**src/rtl/instruction_fetch_queue_pkg.sv**
```systemverilog
// rtl/instruction_fetch_queue_pkg.sv - fetch constants and queue entry type shared by the fetch stage
package instruction_fetch_queue_pkg;

  localparam logic [31:0] IFQ_NOP                  = 32'h0000_0013;
  localparam logic [31:0] IFQ_DEFAULT_RESET_VECTOR = 32'h0000_0000;
  localparam logic [31:0] IFQ_PC_INC               = 32'd4;

  // One decoded-side queue entry: the PC it was fetched from and the returned word
  typedef struct packed {
`ifdef IFQ_MISALIGN_CHECK_EN
    logic        misaligned;
`endif
    logic [31:0] pc;
    logic [31:0] instr;
  } ifq_entry_t;

  // Word-align a fetch address
  function automatic logic [31:0] ifq_align(input logic [31:0] pc);
    return {pc[31:2], 2'b00};
  endfunction

endpackage

```
**src/rtl/ifq_fifo.sv**
```systemverilog
// rtl/ifq_fifo.sv - synchronous FIFO with push, pop, flush, count and head outputs
module ifq_fifo #(
  parameter int WIDTH = 32,
  parameter int DEPTH = 4
) (
  input  logic                     clk,
  input  logic                     reset_n,
  input  logic                     flush,
  input  logic                     push,
  input  logic [WIDTH-1:0]         push_data,
  input  logic                     pop,
  output logic [WIDTH-1:0]         head_data,
  output logic [$clog2(DEPTH):0]   count
);

  localparam int AW = $clog2(DEPTH);

  logic [WIDTH-1:0] mem_q [DEPTH];
  logic [WIDTH-1:0] mem_d [DEPTH];
  logic [AW-1:0]    rd_ptr_q, rd_ptr_d;
  logic [AW-1:0]    wr_ptr_q, wr_ptr_d;
  logic [AW:0]      count_q, count_d;

  // Flush empties the FIFO first, so a push in the same cycle lands as the only entry
  always_comb begin
    mem_d    = mem_q;
    rd_ptr_d = rd_ptr_q;
    wr_ptr_d = wr_ptr_q;
    count_d  = count_q;
    if (flush) begin
      rd_ptr_d = '0;
      wr_ptr_d = '0;
      count_d  = '0;
    end else if (pop) begin
      rd_ptr_d = rd_ptr_q + 1'b1;
      count_d  = count_q - 1'b1;
    end
    if (push) begin
      mem_d[wr_ptr_d] = push_data;
      wr_ptr_d        = wr_ptr_d + 1'b1;
      count_d         = count_d + 1'b1;
    end
  end

  // Storage and pointer registers
  always_ff @(posedge clk or negedge reset_n) begin
    if (!reset_n) begin
      for (int i = 0; i < DEPTH; i++) mem_q[i] <= '0;
      rd_ptr_q <= '0;
      wr_ptr_q <= '0;
      count_q  <= '0;
    end else begin
      mem_q    <= mem_d;
      rd_ptr_q <= rd_ptr_d;
      wr_ptr_q <= wr_ptr_d;
      count_q  <= count_d;
    end
  end

  assign head_data = mem_q[rd_ptr_q];
  assign count     = count_q;

endmodule

```
**src/rtl/instruction_fetch_queue.sv**
```systemverilog
// rtl/instruction_fetch_queue.sv - sequential fetch with in-order response queue; option IFQ_MISALIGN_CHECK_EN
module instruction_fetch_queue
  import instruction_fetch_queue_pkg::*;
#(
  parameter int          DEPTH        = 4,
  parameter logic [31:0] RESET_VECTOR = IFQ_DEFAULT_RESET_VECTOR
) (
  input  logic        clk,
  input  logic        reset_n,
  output logic        imem_req_valid,
  input  logic        imem_req_ready,
  output logic [31:0] imem_req_addr,
  input  logic        imem_resp_valid,
  input  logic [31:0] imem_resp_data,
  input  logic        redirect_valid,
  input  logic [31:0] redirect_pc,
  output logic        id_valid,
  input  logic        id_ready,
  output logic [31:0] id_instruction,
  output logic [31:0] id_pc
`ifdef IFQ_MISALIGN_CHECK_EN
  ,
  output logic        id_misaligned
`endif
);

  localparam int             AW      = $clog2(DEPTH);
  localparam logic [AW:0]    DEPTH_C = (AW+1)'(DEPTH);
  localparam logic [AW+1:0]  DEPTH_W = (AW+2)'(DEPTH);

  logic [31:0] fetch_pc_q, fetch_pc_d;
  logic [AW:0] inflight_q, inflight_d;
  logic [AW:0] discard_q, discard_d;
  logic        fetch_stall;
  logic [AW:0] q_count, tag_count;
  logic [31:0] tag_head;
  logic [AW+1:0] credit_used;
  logic        req_fire, resp_live, q_push;
  ifq_entry_t  q_push_data, q_head;

`ifdef IFQ_MISALIGN_CHECK_EN
  logic stall_q, stall_d;
  logic redirect_misaligned;
  assign redirect_misaligned = redirect_valid && (redirect_pc[1:0] != 2'b00);
  assign fetch_stall         = stall_q;
  assign q_push              = resp_live || redirect_misaligned;
`else
  assign fetch_stall         = 1'b0;
  assign q_push              = resp_live;
`endif

  // Queued entries plus live (non-discarded) requests must fit in the queue
  assign credit_used    = {1'b0, q_count} + {1'b0, inflight_q - discard_q};
  assign imem_req_valid = reset_n && !redirect_valid && !fetch_stall &&
                          (credit_used < DEPTH_W) && (inflight_q < DEPTH_C);
  assign imem_req_addr  = fetch_pc_q;
  assign req_fire       = imem_req_valid && imem_req_ready;
  assign resp_live      = imem_resp_valid && !redirect_valid && (discard_q == '0);

  // Build the entry to enqueue: a live response, or the misaligned-redirect marker
  always_comb begin
    q_push_data       = '0;
    q_push_data.pc    = tag_head;
    q_push_data.instr = imem_resp_data;
`ifdef IFQ_MISALIGN_CHECK_EN
    if (redirect_misaligned) begin
      q_push_data.pc         = redirect_pc;
      q_push_data.instr      = IFQ_NOP;
      q_push_data.misaligned = 1'b1;
    end
`endif
  end

  // Next-state for fetch PC and request bookkeeping; a redirect overrides everything
  always_comb begin
    fetch_pc_d = fetch_pc_q;
    inflight_d = inflight_q;
    discard_d  = discard_q;
`ifdef IFQ_MISALIGN_CHECK_EN
    stall_d    = stall_q;
`endif
    if (redirect_valid) begin
      inflight_d = inflight_q - {{AW{1'b0}}, imem_resp_valid};
      discard_d  = inflight_d;
`ifdef IFQ_MISALIGN_CHECK_EN
      fetch_pc_d = redirect_pc;
      stall_d    = redirect_misaligned;
`else
      fetch_pc_d = ifq_align(redirect_pc);
`endif
    end else begin
      if (req_fire) fetch_pc_d = fetch_pc_q + IFQ_PC_INC;
      inflight_d = inflight_q + {{AW{1'b0}}, req_fire} - {{AW{1'b0}}, imem_resp_valid};
      if (imem_resp_valid && (discard_q != '0)) discard_d = discard_q - 1'b1;
    end
  end

  // Fetch-side state registers
  always_ff @(posedge clk or negedge reset_n) begin
    if (!reset_n) begin
      fetch_pc_q <= RESET_VECTOR;
      inflight_q <= '0;
      discard_q  <= '0;
`ifdef IFQ_MISALIGN_CHECK_EN
      stall_q    <= 1'b0;
`endif
    end else begin
      fetch_pc_q <= fetch_pc_d;
      inflight_q <= inflight_d;
      discard_q  <= discard_d;
`ifdef IFQ_MISALIGN_CHECK_EN
      stall_q    <= stall_d;
`endif
    end
  end

  ifq_fifo #(.WIDTH(32), .DEPTH(DEPTH)) u_tag_fifo (
    .clk       (clk),
    .reset_n   (reset_n),
    .flush     (redirect_valid),
    .push      (req_fire),
    .push_data (fetch_pc_q),
    .pop       (resp_live && (tag_count != '0)),
    .head_data (tag_head),
    .count     (tag_count)
  );

  ifq_fifo #(.WIDTH($bits(ifq_entry_t)), .DEPTH(DEPTH)) u_queue (
    .clk       (clk),
    .reset_n   (reset_n),
    .flush     (redirect_valid),
    .push      (q_push),
    .push_data (q_push_data),
    .pop       (id_valid && id_ready),
    .head_data (q_head),
    .count     (q_count)
  );

  assign id_valid       = (q_count != '0);
  assign id_pc          = id_valid ? q_head.pc : 32'h0;
  assign id_instruction = id_valid ? q_head.instr : IFQ_NOP;
`ifdef IFQ_MISALIGN_CHECK_EN
  assign id_misaligned  = id_valid && q_head.misaligned;
`endif

endmodule

```
**config.mk**
```make
export PLATFORM = sky130hd
export DESIGN_NAME = instruction_fetch_queue
export DESIGN_NICKNAME = d
export VERILOG_FILES = /design/src/rtl/instruction_fetch_queue_pkg.sv /design/src/rtl/ifq_fifo.sv /design/src/rtl/instruction_fetch_queue.sv
export SDC_FILE = /design/constraint.sdc
export NUM_CORES = 1
export LEC_CHECK = 0
export CAP_MARGIN = 20
export CORE_MARGIN = 10
export CORE_UTILIZATION = 60
export DETAILED_ROUTE_END_ITERATION = 16
export PLACE_DENSITY_LB_ADDON = 0.3
export SYNTH_ARGS = -nofsm -noshare
export SYNTH_HDL_FRONTEND = slang
export SYNTH_SLANG_ARGS = --single-unit
export TNS_END_PERCENT = 1
```
**constraint.sdc**
```tcl
create_clock -name clk -period 5.8 [get_ports clk]
set_input_delay 1.16 -clock clk [delete_from_list [all_inputs] [get_ports clk]]
set_output_delay 1.16 -clock clk [all_outputs]
set_load 0.02 [all_outputs]
```
==> results.txt <==
----------------------------------------------------
[Global routing]
  Global-route wire length before repair ... 71200 um
  Overall overflow remaining after global route ... 0
  Maximum number of pins on one net before global-route repair ... 144
  Antenna violations before repair ... 2
  Vias in the first global route ... 12781
  Total routing resource utilization after global routing ... 0.225

[Clock tree]
  Maximum clock insertion buffer count ... 3
  PostCTS Resize Cnt ... 0
  Depth of the CTS H-tree ... 2
  Number of clock buffers inserted by TritonCTS ... 43
  Clock tree from TritonCTS ... built
  Clock latency reported for the late side of the worst-skew pair ... 0.54 ns
  Number of hold buffers added after CTS ... 0
  Worst-path clk slew ... 0.06 ns
  Buffer count from post-CTS setup fixing ... 0
  Num Clock Sinks ... 418
  Root buffer cell ... sky130_fd_sc_hd__clkbuf_16

[Setup path]
  Critical register-to-register path endpoint ... inflight_q[2]
  Element type at the critical path end ... primary output
  Critical path origin ... u_queue.rd_ptr_q[0]
  Arrival time of the worst setup path ... 3.28 ns
  Register-to-register setup slack ... 1.62 ns
  Worst R2R Path Depth ... 17
  Maximum fanout count along the critical path ... 41
  Critical path startpoint category ... register
  Reg2reg start ... inflight_q[0]
  Endpoint of the worst setup timing path ... id_instruction[18]
  Required time of the critical path ... 4.64 ns
  Critical path type ... reg -> out

[Pwr]
  Peak supply drop ... 0.000236 V
  Gate power share ... 0.314
  Net switching power figure ... 2.92 mW
  Proportion of power drawn by flip-flops and latches ... 0.404
  Total internal power ... 6.65 mW
  Power Dens Cells ... 421 mW/mm2
  Leakage component of the power ... 10.6 nW
  Switching Fraction ... 0.305
  Sum of internal, switching and leakage power ... 9.58 mW
  Clock group share of total power ... 0.282

[Run status]
  Outcome ... finished, final reports clean

[Floorplanning]
  Starting utilization of the core area ... 0.612
  Num ports ... 168
  Die Outline Area ... 0.0400 mm2
  Area inside the core boundary ... 0.0318 mm2
  Vertical die dimension ... 200 um
  Row cnt ... 65
  Die Wd ... 200 um

[Finish]
  Final cell count without fillers ... 1950
  Multi-input gate area ... 0.00845 mm2
  Fillcell total ... 2086
  Proportion of layout cells with a drive suffix above 1 ... 0.363
  Area growth from synthesis to final layout ... 16.9%
  Final Net Count ... 1586
  Register cell area after layout ... 0.0105 mm2

[Routing]
  Violation count after the first detailed-routing iteration ... 660
  Routed wire per std cell ... 22.5 um
  Vias per inst ... 6.01
  Via count of the routed design ... 11711
  Number of remaining DRC errors ... 0
  Router iterations before antenna repair ... 5
  Antenna violation net count after detailed routing ... 0
  Overall routed net length ... 43800 um

[Synthesis]
  Synthesized area per cell ... 14.3 um2
  Ys async rst share ... 1.00
  #FFs+latches synth ... 418
  Most common flop cell mapped by yosys ... sky130_fd_sc_hd__dfrtp_1
  Cell area after synthesis ... 0.0194 mm2
  Top cells by count, synth ... 418 x sky130_fd_sc_hd__dfrtp_1, 354 x sky130_fd_sc_hd__mux2_2, 92 x sky130_fd_sc_hd__mux4_2
  Number of library cell types mapped by synthesis ... 55
  EDFF count, synth ... 0
  Dominant cell by count in the synthesized netlist ... sky130_fd_sc_hd__dfrtp_1
  Top cell type's share of synthesized area ... 0.538
  Largest area contributor in the synthesized netlist ... sky130_fd_sc_hd__dfrtp_1
  Synthesized instance count ... 1357
  Yosys warnings ... 0
  Part of the Yosys area used for sequential elements ... 0.538
  Top cells by area, synth ... sky130_fd_sc_hd__dfrtp_1 54%, sky130_fd_sc_hd__mux2_2 20%, sky130_fd_sc_hd__mux4_2 11%

[Timing]
  Pins Over Slew Limit ... 0
  Relative slew slack ... 0.285
  Unrepaired setup endpoints after global routing ... false
  Final hold violation count ... 0
  Post-route clock skew ... 0.0232 ns
  Final total negative setup slack ... 0 ns
  Transition time at the pin with the least slew margin ... 1.07 ns
  Worst setup slack after layout ... 1.36 ns
  Fin crit share ... 0.766
  Peak Freq ... 225 MHz
  Total setup violations reported at the end of the flow ... 0
  Clock period minus final worst setup slack ... 4.44 ns

[Hold path]
  Path type of the worst min-delay path ... reg -> reg
  Worst Hold Launch ... u_tag_fifo.mem_q[52]

[Job]
  Total of max-cap violations ... 0

[Placed design]
  I/O Buffers ... 161
  Global placer's final weighted congestion ... 0.809
  Pre-CTS setup slack ... 1.35 ns
  DP Cell Count ... 1879
  Post-DP HPWL ... 28000 um

----------------------------------------------------
-- power groups by stage --
| stage | sequential, mW | combinational (mW) | clock (mW) |
|---|---|---|---|
| floorplan | 3.70 | 2.09 | 0 |
| global route | 3.95 | 3.28 | 2.86 |
| detailed placement | 3.92 | 3.05 | 0 |
| finish | 3.87 | 3.01 | 2.70 |
| global placement | 3.87 | 2.96 | 0 |
| CTS | 3.87 | 3.06 | 2.74 |
-- sequential cells by signal, indices dropped and copies added (netlist names) --
signal and flops:
u_queue.rd_ptr_q 2, inflight_q 3, u_tag_fifo.mem_q 120, imem_req_addr 30, u_queue.wr_ptr_q 2, u_tag_fifo.wr_ptr_q 2
u_queue.mem_q 248, discard_q 3, u_queue.count 3, u_tag_fifo.rd_ptr_q 2, u_tag_fifo.count 3
-- cells in the final DEF (no fill, tap or decap), types with 7 or more instances in the layout --
| cell type | netlist | final |
|---|---|---|
| sky130_fd_sc_hd__dfrtp_1 | 418 | 414 |
| sky130_fd_sc_hd__mux2_2 | 354 | 354 |
| sky130_fd_sc_hd__clkdlybuf4s50_1 | 0 | 159 |
| sky130_fd_sc_hd__mux4_2 | 92 | 92 |
| sky130_fd_sc_hd__nand2_1 | 73 | 69 |
| sky130_fd_sc_hd__and2_1 | 61 | 61 |
| sky130_fd_sc_hd__clkbuf_16 | 0 | 45 |
| sky130_fd_sc_hd__o21ai_0 | 36 | 36 |
| sky130_fd_sc_hd__nor2_1 | 27 | 27 |
| sky130_fd_sc_hd__ha_1 | 24 | 24 |
| sky130_fd_sc_hd__inv_1 | 22 | 22 |
| sky130_fd_sc_hd__nand3_1 | 19 | 19 |
| sky130_fd_sc_hd__buf_4 | 7 | 19 |
| sky130_fd_sc_hd__xnor2_1 | 14 | 14 |
| sky130_fd_sc_hd__a21oi_1 | 12 | 12 |
| sky130_fd_sc_hd__xor2_1 | 11 | 11 |
| sky130_fd_sc_hd__clkbuf_1 | 36 | 10 |
| sky130_fd_sc_hd__nand4_1 | 9 | 9 |
| sky130_fd_sc_hd__nand2_2 | 4 | 8 |
| sky130_fd_sc_hd__nand2b_1 | 7 | 7 |
| sky130_fd_sc_hd__clkbuf_8 | 0 | 7 |
-- cell type report --
type | count | share of cell area
inverters | 25 | 0.00413
clock buffers | 62 | 0.0554
clock inverters | 7 | 0.00484
flip-flops and latches | 418 | 0.461
well taps | 435 | 0.0239
multi-input cells | 820 | 0.372
repair buffers | 182 | 0.0793
diodes | 1 | 0.000110
-- worst max-delay path: stages, from the launching register on --
cell and delay [ns]:
sky130_fd_sc_hd__dfrtp_4 1.03, sky130_fd_sc_hd__buf_4 0.44, sky130_fd_sc_hd__mux4_2 0.55, sky130_fd_sc_hd__and2_1 0.18, sky130_fd_sc_hd__clkdlybuf4s50_1 0.54
-- how the worst min path moves through the flow --
| stage | endpoint | slack, ns | depth (start not counted) |
|---|---|---|---|
| floorplan | u_tag_fifo.mem_q[36] | 0.44 | 2 |
| global placement | u_tag_fifo.mem_q[100] | 0.46 | 2 |
| detailed placement | u_tag_fifo.mem_q[52] | 0.47 | 2 |
| CTS | u_tag_fifo.mem_q[52] | 0.48 | 2 |
| global route | u_tag_fifo.mem_q[54] | 0.51 | 2 |
| finish | u_tag_fifo.mem_q[52] | 0.48 | 2 |
-- metrics by stage --
stage / utilization / instance area [um2] / hold slack, ns
after floorplan: - / 19500 / 0.445
after global placement: 0.671 / 21300 / 0.458
after detailed placement: 0.671 / 21300 / 0.470
after CTS: 0.714 / 22700 / 0.482
after global routing: 0.715 / 22700 / 0.506
final: 0.715 / 22700 / 0.477
-- metal layers --
layer / up-vias / GRT usage / routed length [um] / share of wire
li1: 5186 / - / - / -
met1: 6170 / 0.305 / 18900 / 0.43
met2: 289 / 0.371 / 21700 / 0.50
met3: 64 / 0.0368 / 2230 / 0.051
met4: 2 / 0.0617 / 907 / 0.021
met5: - / 0 / 18 / 0.00041
-- kinds of logic (layout without fill, tap and decap cells) --
family / after synthesis / after routing / share of synthesized area
AOI/OAI and AO/OA: 81 / 81 / 0.0257
buffers and inverters: 122 / 276 / 0.0288
muxes: 453 / 453 / 0.315
DFF: 418 / 418 / 0.538
and+or+nand+nor: 231 / 231 / 0.0635
adders and majority gates: 26 / 26 / 0.0175
other: 1 / 5 / 0.000193
xor gates and xnor gates: 25 / 25 / 0.0113
No activity file was read; power rests on OpenSTA's default activity.
